--- src/rtl/mem_access_stage.sv ---
// rtl/mem_access_stage.sv - MEM pipeline stage: word load/store over a req/ack data port with timeout
module mem_access_stage #(
    parameter int ADDR_W  = 10,
    parameter int TIMEOUT = 16
) (
    input  logic              clk,
    input  logic              reset,
    input  logic              valid_2_mem,
    input  logic [31:0]       rd_2_mem,
    input  logic [31:0]       A_2_mem,
    input  logic              mem_read_2_mem,
    input  logic              mem_write_2_mem,
    input  logic              mem_to_reg_2_mem,
    input  logic              reg_write_2_mem,
    input  logic [4:0]        rd_add_value_2_mem,
    output logic              stall_out,
    output logic              dmem_req,
    output logic              dmem_we,
    output logic [ADDR_W-1:0] dmem_addr,
    output logic [31:0]       dmem_wdata,
    input  logic [31:0]       dmem_rdata,
    input  logic              dmem_ack,
    output logic              wb_valid,
    output logic [31:0]       wb_data,
    output logic [4:0]        wb_rd_add,
    output logic              wb_reg_write,
    output logic              misalign_err,
    output logic              bus_err
);

    localparam int CNT_W = $clog2(TIMEOUT + 1);
    localparam logic [CNT_W-1:0] CNT_LAST = CNT_W'(TIMEOUT - 1);

    typedef enum logic {
        IDLE,
        ACCESS
    } state_t;

    state_t            state_q, state_d;
    logic [CNT_W-1:0]  cnt_q, cnt_d;
    logic              req_q, req_d;
    logic              we_q, we_d;
    logic [ADDR_W-1:0] addr_q, addr_d;
    logic [31:0]       wdata_q, wdata_d;
    logic              mem_to_reg_q, mem_to_reg_d;
    logic              reg_write_q, reg_write_d;
    logic [4:0]        rd_add_q, rd_add_d;
    logic              wb_valid_q, wb_valid_d;
    logic [31:0]       wb_data_q, wb_data_d;
    logic [4:0]        wb_rd_add_q, wb_rd_add_d;
    logic              wb_reg_write_q, wb_reg_write_d;
    logic              misalign_q, misalign_d;
    logic              bus_err_q, bus_err_d;

    logic is_mem_op;
    assign is_mem_op = mem_read_2_mem | mem_write_2_mem;

    always_ff @(posedge clk) begin
        if (reset) begin
            state_q        <= IDLE;
            cnt_q          <= '0;
            req_q          <= 1'b0;
            we_q           <= 1'b0;
            addr_q         <= '0;
            wdata_q        <= '0;
            mem_to_reg_q   <= 1'b0;
            reg_write_q    <= 1'b0;
            rd_add_q       <= '0;
            wb_valid_q     <= 1'b0;
            wb_data_q      <= '0;
            wb_rd_add_q    <= '0;
            wb_reg_write_q <= 1'b0;
            misalign_q     <= 1'b0;
            bus_err_q      <= 1'b0;
        end else begin
            state_q        <= state_d;
            cnt_q          <= cnt_d;
            req_q          <= req_d;
            we_q           <= we_d;
            addr_q         <= addr_d;
            wdata_q        <= wdata_d;
            mem_to_reg_q   <= mem_to_reg_d;
            reg_write_q    <= reg_write_d;
            rd_add_q       <= rd_add_d;
            wb_valid_q     <= wb_valid_d;
            wb_data_q      <= wb_data_d;
            wb_rd_add_q    <= wb_rd_add_d;
            wb_reg_write_q <= wb_reg_write_d;
            misalign_q     <= misalign_d;
            bus_err_q      <= bus_err_d;
        end
    end

    always_comb begin
        state_d        = state_q;
        cnt_d          = cnt_q;
        req_d          = req_q;
        we_d           = we_q;
        addr_d         = addr_q;
        wdata_d        = wdata_q;
        mem_to_reg_d   = mem_to_reg_q;
        reg_write_d    = reg_write_q;
        rd_add_d       = rd_add_q;
        wb_valid_d     = 1'b0;
        wb_data_d      = wb_data_q;
        wb_rd_add_d    = wb_rd_add_q;
        wb_reg_write_d = wb_reg_write_q;
        misalign_d     = 1'b0;
        bus_err_d      = 1'b0;

        case (state_q)
            IDLE: begin
                if (valid_2_mem) begin
                    if (is_mem_op) begin
                        // Read wins when both read and write are set; low address bits are dropped.
                        state_d      = ACCESS;
                        cnt_d        = '0;
                        req_d        = 1'b1;
                        we_d         = mem_write_2_mem & ~mem_read_2_mem;
                        addr_d       = A_2_mem[ADDR_W+1:2];
                        wdata_d      = rd_2_mem;
                        mem_to_reg_d = mem_to_reg_2_mem;
                        reg_write_d  = reg_write_2_mem;
                        rd_add_d     = rd_add_value_2_mem;
                        misalign_d   = |A_2_mem[1:0];
                    end else begin
                        wb_valid_d     = 1'b1;
                        wb_data_d      = rd_2_mem;
                        wb_rd_add_d    = rd_add_value_2_mem;
                        wb_reg_write_d = reg_write_2_mem;
                    end
                end
            end
            ACCESS: begin
                cnt_d = cnt_q + 1'b1;
                if (dmem_ack) begin
                    state_d        = IDLE;
                    cnt_d          = '0;
                    req_d          = 1'b0;
                    wb_valid_d     = 1'b1;
                    wb_data_d      = mem_to_reg_q ? dmem_rdata : wdata_q;
                    wb_rd_add_d    = rd_add_q;
                    wb_reg_write_d = reg_write_q & ~we_q;
                end else if (cnt_q == CNT_LAST) begin
                    // This is the TIMEOUT-th request cycle without an ack.
                    state_d        = IDLE;
                    cnt_d          = '0;
                    req_d          = 1'b0;
                    wb_valid_d     = 1'b1;
                    wb_rd_add_d    = rd_add_q;
                    wb_reg_write_d = 1'b0;
                    bus_err_d      = 1'b1;
                end
            end
            default: state_d = IDLE;
        endcase
    end

    assign stall_out    = (state_q == ACCESS);
    assign dmem_req     = req_q;
    assign dmem_we      = we_q;
    assign dmem_addr    = addr_q;
    assign dmem_wdata   = wdata_q;
    assign wb_valid     = wb_valid_q;
    assign wb_data      = wb_data_q;
    assign wb_rd_add    = wb_rd_add_q;
    assign wb_reg_write = wb_reg_write_q;
    assign misalign_err = misalign_q;
    assign bus_err      = bus_err_q;

endmodule
--- config.mk ---
export PLATFORM = sky130hd
export DESIGN_NAME = mem_access_stage
export DESIGN_NICKNAME = d
export VERILOG_FILES = /design/src/rtl/mem_access_stage.sv
export SDC_FILE = /design/constraint.sdc
export NUM_CORES = 1
export LEC_CHECK = 0
export ABC_AREA = 1
export CAP_MARGIN = 20
export CORE_MARGIN = 4
export CORE_UTILIZATION = 37
export CTS_CLUSTER_SIZE = 40
export DETAILED_ROUTE_END_ITERATION = 10
export GPL_TIMING_DRIVEN = 0
export PLACE_DENSITY_LB_ADDON = 0.08
export SYNTH_ARGS = -nofsm -noshare
export SYNTH_HDL_FRONTEND = slang
export SYNTH_SLANG_ARGS = --single-unit
--- constraint.sdc ---
create_clock -name clk -period 1.35 [get_ports clk]
set_input_delay 0.135 -clock clk [delete_from_list [all_inputs] [get_ports clk]]
set_output_delay 0.135 -clock clk [all_outputs]
set_load 0.02 [all_outputs]
# Word level (Yosys, flattened, before mapping)
# Cells that the tools add are included.
dict set report word_totals {
  latchBits 0
  ram_bits 0
  word_cells 72
  inputBits 109
  mem_count 0
  mem_bits_ro 0
  out_inout_bits 86
  ff_bits 98
}
dict set report op_classes {
  shifts 0
  n_div 0
  eq_ne 6
  reduce_logical 8
  add_sub_neg 1
  order_cmp 0
  n_mul 0
  n_bitwise 8
  n_mux 34
}
# operator count
set op_table {}
lappend op_table {{2-to-1 mux 32 bit} 4}
lappend op_table {{one-hot mux 32 bit (2 select lines)} 1}
lappend op_table {{2-to-1 mux 5 bit} 8}
lappend op_table {{one-hot mux 5 bit (2 select lines)} 2}
lappend op_table {{2-to-1 mux 1 bit} 15}
lappend op_table {{AND reduction 3 bit} 4}
lappend op_table {{inequality test 2 bit, second input constant} 4}
lappend op_table {{one-hot mux 1 bit (2 select lines)} 4}
lappend op_table {{adder 5 x 1 -> 5 bit, second input constant} 1}
lappend op_table {{equality test 5 x 4 -> 1 bit, second input constant} 1}
lappend op_table {{NOT 1 bit} 5}
lappend op_table {{OR reduction 4 bit} 1}
lappend op_table {{inequality test 3 x 2 -> 1 bit, second input constant} 1}
lappend op_table {{OR reduction 3 bit} 1}
lappend op_table {{bitwise AND 1 bit} 2}
lappend op_table {{AND reduction 2 bit} 1}
lappend op_table {{OR reduction 2 bit} 1}
lappend op_table {{OR 1 bit} 1}

# Depth between registers and ports, before layout
dict set report depth {
  word_depth 4
  ltp_mapped 8
  mapped_depth_nobuf 8
}

# Least setup slack after synthesis
# OpenSTA, ideal clock, no wires.
dict set report synth_path {
  path_kind {flip-flop to flip-flop}
  startpoint {register state_q (netlist: stall_out)}
  endpoint {register wb_data_q[23] (netlist: wb_data[23])}
  required_ns 1.234
  setup_time_ns 0.116
  setup_slack_ns 0.031
  stages_incl_launch_ff 7
  path_buffers 1
  t_arrival_ns 1.203
  period_less_slack_ns 1.319
  cell_sequence {dfxtp_1 > nand2_1 > o21ai_1 > buf_2 > nand2_1 > nor2_1 > nor2_1}
}
dict set report synth_via {
  elab_chain_len 3
  word_cells_on_any_way 6
  classes_between {eq/ne (3); mux (1); bitwise (1); reduce/logical (1)}
}
# element line
set synth_lines {}
lappend synth_lines {{from (decl)} 39} ;# state_t state_q, state_d;
lappend synth_lines {{from (signal assigned)} 76} ;# state_q <= state_d;
lappend synth_lines {{NOT 1 bit (no source line)} n/a}
lappend synth_lines {{inequality test 2 bit (no source line)} n/a}
lappend synth_lines {{AND reduction 3 bit (no source line)} n/a}
lappend synth_lines {{to (signal assigned)} 86} ;# wb_data_q <= wb_data_d;
lappend synth_lines {{to (decl)} 49} ;# logic [31:0] wb_data_q, wb_data_d;
# Parallel ways exist; a longest one is shown, timed or not.
# A chain may end at the register's enable or synchronous reset.

# Worst setup path in the final report
dict set report layout_path {
  startpoint {register state_q (netlist: stall_out)}
  endpoint {register wb_data_q[26] (netlist: wb_data[26])}
}
# The elaborated chain is that of the path after synthesis.

==> results.ini <==
[status]
status = finished with violations
violations = negative setup slack

[sta]
fin_ws_ps = -23.40
finalCritPeriodShare_pct = 101.7
tightestPinTransition_ps = 584.1
slew_headroom_pct = 61.06
setup_violations = 6
setup_tns_ps = -59.98
final_max_slew_viol_count = 0
max_freq_mhz = 728.1
period_minus_slack_ps = 1373
rsz0062_at_grt = yes
skew_ps = 6.433
hold_violations = 0
holdWs_ps = 156.4

[yosys]
synth.ff_latch_count = 98
synth_ff_type = dfxtp_1
yosys_warnings = 0
synth_cells = 620
synth_top_area_cell = dfxtp_1
synthTopCellsByArea = dfxtp_1 46%, nand2_1 13%, nor2_1 12%
synth.cell_area_mm2 = 0.004225
synth_top_area_share_pct = 46.43
avgSynthCellArea_um2 = 6.815
yosysUniqueCellTypes = 21
synth_edf_count = 0
ys_seq_area_share_pct = 46.43
async_flop_share_pct = 0
syn-num-nets = 730

[cts]
clk_pin_slew_worst_paths_ps = 70
cts_sinks = 98
clock_path_buffers = 2
numCtsBuffers = 9
holdBufCountCts = 0
htree_levels = 3
cts_tree = built
clk-insertion-delay-late_ps = 350
cts-root-buf = clkbuf_16

[route]
vias = 4738
drtPass1Iterations = 5
wirelength_um = 15150
viasPerCell = 4.956
wl_met3_um = 1306
drt_iter0_markers = 247
wl_met1_um = 6409
ant_nets = 0
dr.max_layer_used = met4
wl_met2_um = 7125
drc_errors = 0
wl_per_cell_um = 15.85

[setup_path]
arrival_ps = 1610
reg2reg_depth = 8
cp_slowest_cell = dfxtp_4
reg2reg_to = wb_data[26]
crit_buf_inv = 3
slowest_delay_ps = 410
critPathTopFamily = flip-flops
critical_path_class = flip-flop to flip-flop
cp_max_fo = 8
worstSetupEndpointType = flip-flop
r2r-start = stall_out
cp.required_ps = 1590
start_kind = flip-flop
regToRegSetupSlack_ps = -20
cp_cell_sequence = inv_4 -> nand2_2 -> o21ai_4 -> buf_12 -> buf_6 -> nand2_1 -> nor2_2 -> nor2_1

[die]
die_w_um = 114.9
start_util_pct = 38.31
rows = 38
fp.dieH_um = 114.9
coreArea_mm2 = 0.01103
dieArea_mm2 = 0.01319
io_pins = 195

[worst_hold_path]
worstHoldStart = reset
min_path_cells = 2
worstHoldPathType = input pin to flip-flop
min_to = dmem_wdata[22]

[pwr]
power_frac_comb_pct = 21.7
switching_share_pct = 28.38
p_per_area_mw_per_mm2 = 1162
p_seq_share_pct = 42.1
ir_drop_mv = 0.7606
clockPowerShare_pct = 36.2
power.internal_w = 0.005490
switchingPower_w = 0.002176
p_leak_nw = 3.037

[grt]
grt_pass1_wl_um = 23840
grt_max_degree = 16
grt_use_total_pct = 22.69
antenna_found_initial = 0
grt_pass1_vias = 4818
overflow = 0

[final_layout]
n_antenna_cell = 0
num-nets-final = 921
syn_to_final_growth_pct = 56.17
fill_cells = 1080
utilization_pct = 59.82
drive_gt1_share_pct = 9.681

[run]
drv_cap = 0

[place]
dp_hpwl_um = 11000
gp_congestion = 0.8756
port_buffers = 173

## repair_timing
item / CTS / global route
buffers inserted: 3 / 1
setup endpoints to repair: 183 / 74
pin swaps: 3 / 6
gates cloned: 2 / 1
resized for setup: 128 / 50
## final cells by class
cell class,instances,area (um^2),share of cell area [%]
multi-input combinational,451,2053,31.11
sequential,98,1969,29.84
timing repair buffer,180,1697,25.71
buffer,42,271.5,4.115
clock buffer,12,246.5,3.735
tap,140,175.2,2.655
inverter,29,111.4,1.688
clock inverter,4,75.07,1.138
## Yosys cell counts, types with 2 or more instances
cell type  count
o21ai_1       12
inv_1         26
inv_2          2
nand3_1        9
nor2_1       130
buf_2         19
nand2_1      141
a211oi_1       9
clkbuf_1      22
a21oi_1       51
nand4_1        2
dfxtp_1       98
o21ai_0       91
## how the worst max path moves through the flow
stage	startpoint	end	slack, ps	cells past startpoint
2_1_floorplan	stall_out	wb_data[23]	30	6
3_3_place_gp	valid_2_mem	dmem_addr[9]	-560	7
3_5_place_dp	valid_2_mem	dmem_addr[9]	-570	7
4_1_cts	stall_out	wb_data[10]	-20	6
5_1_grt	stall_out	wb_data[28]	-70	7
6_report	stall_out	wb_data[26]	-20	8
## routing by layer
layer | up-vias | track usage [%]
met4 | 0 | 7.668
met2 | 189 | 37.38
met3 | 27 | 6.684
met5 | - | 0
li1 | 2376 | -
met1 | 2146 | 28.41
## metrics by stage
stage               total power [W]  std cells  worst slack [ps]  area, um^2
floorplan                  0.004102        620             30.95        4225
global placement           0.004972        933            -564.3        6132
detailed placement         0.004997        933            -570.1        6132
CTS                        0.007676        954            -22.86        6486
global route               0.008022        956            -72.20        6599
finish                     0.007665        956            -23.40        6599
## power by group through the flow
stage          Clock [W]  Combinational [W]  Sequential, W
2_1_floorplan          0           0.000593        0.00351
4_1_cts          0.00283            0.00162        0.00322
3_5_place_dp           0            0.00171        0.00329
3_3_place_gp           0            0.00169        0.00328
5_1_grt          0.00295            0.00182        0.00325
6_report         0.00278            0.00166        0.00323
## registers in the layout (all words and copies together) (netlist names)
| signal | count |
|---|---|
| mem_to_reg_q | 1 |
| wb_rd_add | 5 |
| wb_valid | 1 |
| misalign_err | 1 |
| dmem_we | 1 |
| reg_write_q | 1 |
| dmem_addr | 10 |
| wb_data | 32 |
| wb_reg_write | 1 |
| stall_out | 1 |
| dmem_req | 1 |
| cnt_q | 5 |
| bus_err | 1 |
| dmem_wdata | 32 |
| rd_add_q | 5 |
## placed cells by master (no fill, tap or decap), drive strengths merged
master and instances:
dfxtp 98, nor4 1, xor2 1, nand4 2, a21oi 52, inv 28, clkinv 1, nand3 9
nand2 141, buf 30, clkinvlp 2, nor2 131, or2 1, a211oi 9, clkbuf 31, o21ai 103
ha 1, clkdlybuf4s50 87, dlygate4sd2 86, bufinv 2
## logic make-up after synthesis
family / after synthesis / synth area share (%)
buf+inv: 71 / 6.959
simple gates: 285 / 25.88
fa+ha+maj: 1 / 0.2961
xor+xnor: 1 / 0.2073
flops: 98 / 46.43
compound gates: 164 / 20.23
(Power assumes the default switching activity.)
==> RTL edit 1: new RTL, same settings <==
`wdata_q` no longer has a reset.
--- a/src/rtl/mem_access_stage.sv
+++ b/src/rtl/mem_access_stage.sv
@@ -62,7 +62,6 @@
             req_q          <= 1'b0;
             we_q           <= 1'b0;
             addr_q         <= '0;
-            wdata_q        <= '0;
             mem_to_reg_q   <= 1'b0;
             reg_write_q    <= 1'b0;
             rd_add_q       <= '0;
@@ -78,7 +77,6 @@
             req_q          <= req_d;
             we_q           <= we_d;
             addr_q         <= addr_d;
-            wdata_q        <= wdata_d;
             mem_to_reg_q   <= mem_to_reg_d;
             reg_write_q    <= reg_write_d;
             rd_add_q       <= rd_add_d;
@@ -89,6 +87,10 @@
             misalign_q     <= misalign_d;
             bus_err_q      <= bus_err_d;
         end
+    end
+
+    always_ff @(posedge clk) begin
+        wdata_q <= wdata_d;
     end
 
     always_comb begin
Check against the original RTL: not equivalent (Yosys sat finds a counterexample within 4 cycles, from zero or initial values and one cycle with reset high).
==> RTL edit 1 against the original RTL <==
The flow still finishes with violations (negative setup slack). Count of clock-buffer cells in the layout up 2. Power down 7.7%. Clock skew about the same. Worst setup slack worse by 35 ps. Sequential cell count unchanged. Critical path depth down 1. Global-route usage down 1.3 points. Design area up 4.3%. Synthesized area down 2.2%. Cell count down 9.2%. Synthesized cell count down 19%. First-iteration DRC count up 31%. Routed wire length down 7.9%.
==> RTL edit 1: results (changes against the original RTL) <==
For the number of failing setup endpoints in the final timing report, the log shows 61 (was 6). The run finished, with violations left. The leakage power summed over all cells was 3.009 nW (was 3.037 nW).

Master of the slowest instance on the critical path: sky130_fd_sc_hd__dfxtp_2 (was sky130_fd_sc_hd__dfxtp_4). The final routed wire length divided by cell count was 16.07 um (was 15.85 um); the setup slack after layout was -58.22 ps (was -23.40 ps). The worst voltage drop across the vdd grid came out at 492.2 uV (was 760.6 uV).

The area of all sequential standard cells came out at 2287 um2 (was 1969 um2). The multi-input combinational cell count was 352 (was 451). The net load switching power was 2.091 mW (was 2.176 mW); the post-synthesis compound-gate area fraction was 0.1641 (was 0.2023). Root cell of the clock tree: sky130_fd_sc_hd__clkbuf_8 (was sky130_fd_sc_hd__clkbuf_16). The tools report the worst hold endpoint as misalign_err$_SDFF_PP0_ (was dmem_wdata[22]$_SDFFE_PP0P_).

The tools report the worst-case clock skew as 6.137 ps (was 6.433 ps). The non-clock buffer count in the final layout works out to 237 (was 222). Violated checks: negative setup slack (unchanged). For the post-CTS resize count, the log shows 139 (was 128).

The capturing instance or port of the critical path was dmem_wdata[29]$_DFFE_PP_ (was wb_data[26]$_SDFFE_PP0P_). The logs give -344.1 ps (was -570.1 ps) for the pre-CTS setup slack and 21,890 um (was 23,840 um) for the global-route wire length before repair. The proportion of power drawn by flip-flops and latches is 0.476 (was 0.421), and the fraction of final layout cells sized beyond drive strength 1 is 0.1676 (was 0.09681). The routed length on met2 is 6763 um (was 7125 um), and the number of global-route vias before repair is 4,358 (was 4,818).

The setup fix buffers added after clock tree synthesis was 22 (was 3).
-- RTL edit 1: changes by cell type after synthesis, moves of 9 or more --
cell                       delta
sky130_fd_sc_hd__a21oi_1     -42
sky130_fd_sc_hd__buf_2        -9
sky130_fd_sc_hd__clkbuf_1    -11
sky130_fd_sc_hd__dfxtp_1     -32
sky130_fd_sc_hd__edfxtp_1    +32
sky130_fd_sc_hd__nand2_1     -81
sky130_fd_sc_hd__o21ai_0     +14
-- RTL edit 1: stage by stage --
step                area (um2)  cells  setup TNS (ps)    util  hold slack [ps]
floorplan                 4146    505               0       -            204.1
global placement          6063    819          -23900  0.5569            430.2
detailed placement        6063    819          -23640  0.5569            436.5
CTS                       6626    863          -711.7  0.6086            325.5
global route              6884    868           -5113  0.6323            341.0
finish                    6884    868           -1286  0.6323            338.9
==> RTL edit 2: new RTL, same flow settings <==
Without the edit above. `TIMEOUT`: 16 -> 32.
--- a/src/rtl/mem_access_stage.sv
+++ b/src/rtl/mem_access_stage.sv
@@ -1,7 +1,7 @@
 // rtl/mem_access_stage.sv - MEM pipeline stage: word load/store over a req/ack data port with timeout
 module mem_access_stage #(
     parameter int ADDR_W  = 10,
-    parameter int TIMEOUT = 16
+    parameter int TIMEOUT = 32
 ) (
     input  logic              clk,
     input  logic              reset,
Check against the original RTL: no difference found for any inputs over 4 cycles, from zero or initial values and one cycle with reset high; that may be too few to reach the edited logic, so the function may still have changed.
==> RTL edit 2 against the original RTL <==
Power up 5.2%. Sequential cell count up 1. Synthesized area up 2.1%. Die area up 1.9%. Worst setup slack better by 74 ps. Clock power up 6%. Design area up 1.5%. Routed wire length up 0.90%.
==> RTL edit 2: results (changes against the original RTL) <==
The run gives 99 (was 98) as the sequential cell count. Global-route wire length before repair: 23,770 um (was 23,840 um). The cell type group with the largest total delay on the critical path is buffers and inverters (was flip-flops).

The post-synthesis compound-gate area fraction was 0.1915 (was 0.2023). The worst hold slack was 362.9 ps (was 156.4 ps). Commonest cells in the netlist: sky130_fd_sc_hd__nor2_1, sky130_fd_sc_hd__o21ai_0, sky130_fd_sc_hd__dfxtp_1 (was sky130_fd_sc_hd__nand2_1, sky130_fd_sc_hd__nor2_1, sky130_fd_sc_hd__dfxtp_1). The run gives 315 (was 247) as the number of DRC violations after detailed-routing iteration 0.

The filler cell count is 1,122 (was 1,080), and the detailed placement HPWL is 11,050 um (was 11,000 um). The number of cells on the worst hold path works out to 3 (was 2). The tools report the reg-to-reg endpoint as mem_to_reg_q$_SDFFE_PP0P_ (was wb_data[26]$_SDFFE_PP0P_).

The logs give 4 (was 3) for the setup fix buffers added after clock tree synthesis and -512.6 ps (was -570.1 ps) for the pre-CTS setup slack. The share of synthesized area occupied by flip-flops and latches was 0.4595 (was 0.4643); the final routed wire length divided by cell count was 15.63 um (was 15.85 um). The design internal power was 5.784 mW (was 5.490 mW).

The share of the final layout cell area in multi-input gates came out at 0.3142 (was 0.3111). The post-detailed-routing wire length is 15,290 um (was 15,150 um), and the count of buffers inserted at the top-level ports is 174 (was 173). The total track usage was 0.2243 (was 0.2269). The post-CTS resize count is 120 (was 128). The leakage power summed over all cells was 3.178 nW (was 3.037 nW); the buffer share of cell area was 0.2975 (was 0.2983). The met1 usage is 0.2782 (was 0.2841), and the global routing usage on met2 is 0.3813 (was 0.3738). The average footprint of a synthesized cell is 6.792 um2 (was 6.815 um2).

Master of the slowest instance on the critical path: sky130_fd_sc_hd__clkdlybuf4s50_1 (was sky130_fd_sc_hd__dfxtp_4). The run finished with clean final reports. The run gives 952 (was 933) as the total instance count after detailed placement. The fraction of final layout cells sized beyond drive strength 1 came out at 0.1066 (was 0.09681).
-- RTL edit 2: worst max path at each step --
| stage | from | end | cells past startpoint |
|---|---|---|---|
| finish | mem_write_2_mem | cnt_q[1]$_SDFFE_PP0P_ | 6 |
| global route | stall_out$_SDFF_PP0_ | wb_data[17]$_SDFFE_PP0P_ | 6 |
| CTS | cnt_q[0]$_SDFFE_PP0P_ | dmem_req$_SDFFE_PP0P_ | 8 |
| detailed placement | reset | stall_out$_SDFF_PP0_ | 5 |
| global placement | reset | dmem_req$_SDFFE_PP0P_ | 5 |
| floorplan | stall_out$_SDFF_PP0_ | dmem_addr[0]$_SDFFE_PP0P_ | 7 |
-- RTL edit 2: layer usage --
| metal | routed length (um) | vias to the layer above |
|---|---|---|
| li1 | - | 2433 |
| met3 | 1216 | 17 |
| met1 | 6586 | 2210 |
| met2 | 7269 | 152 |
| met5 | 0 | - |
| met4 | 214 | 0 |
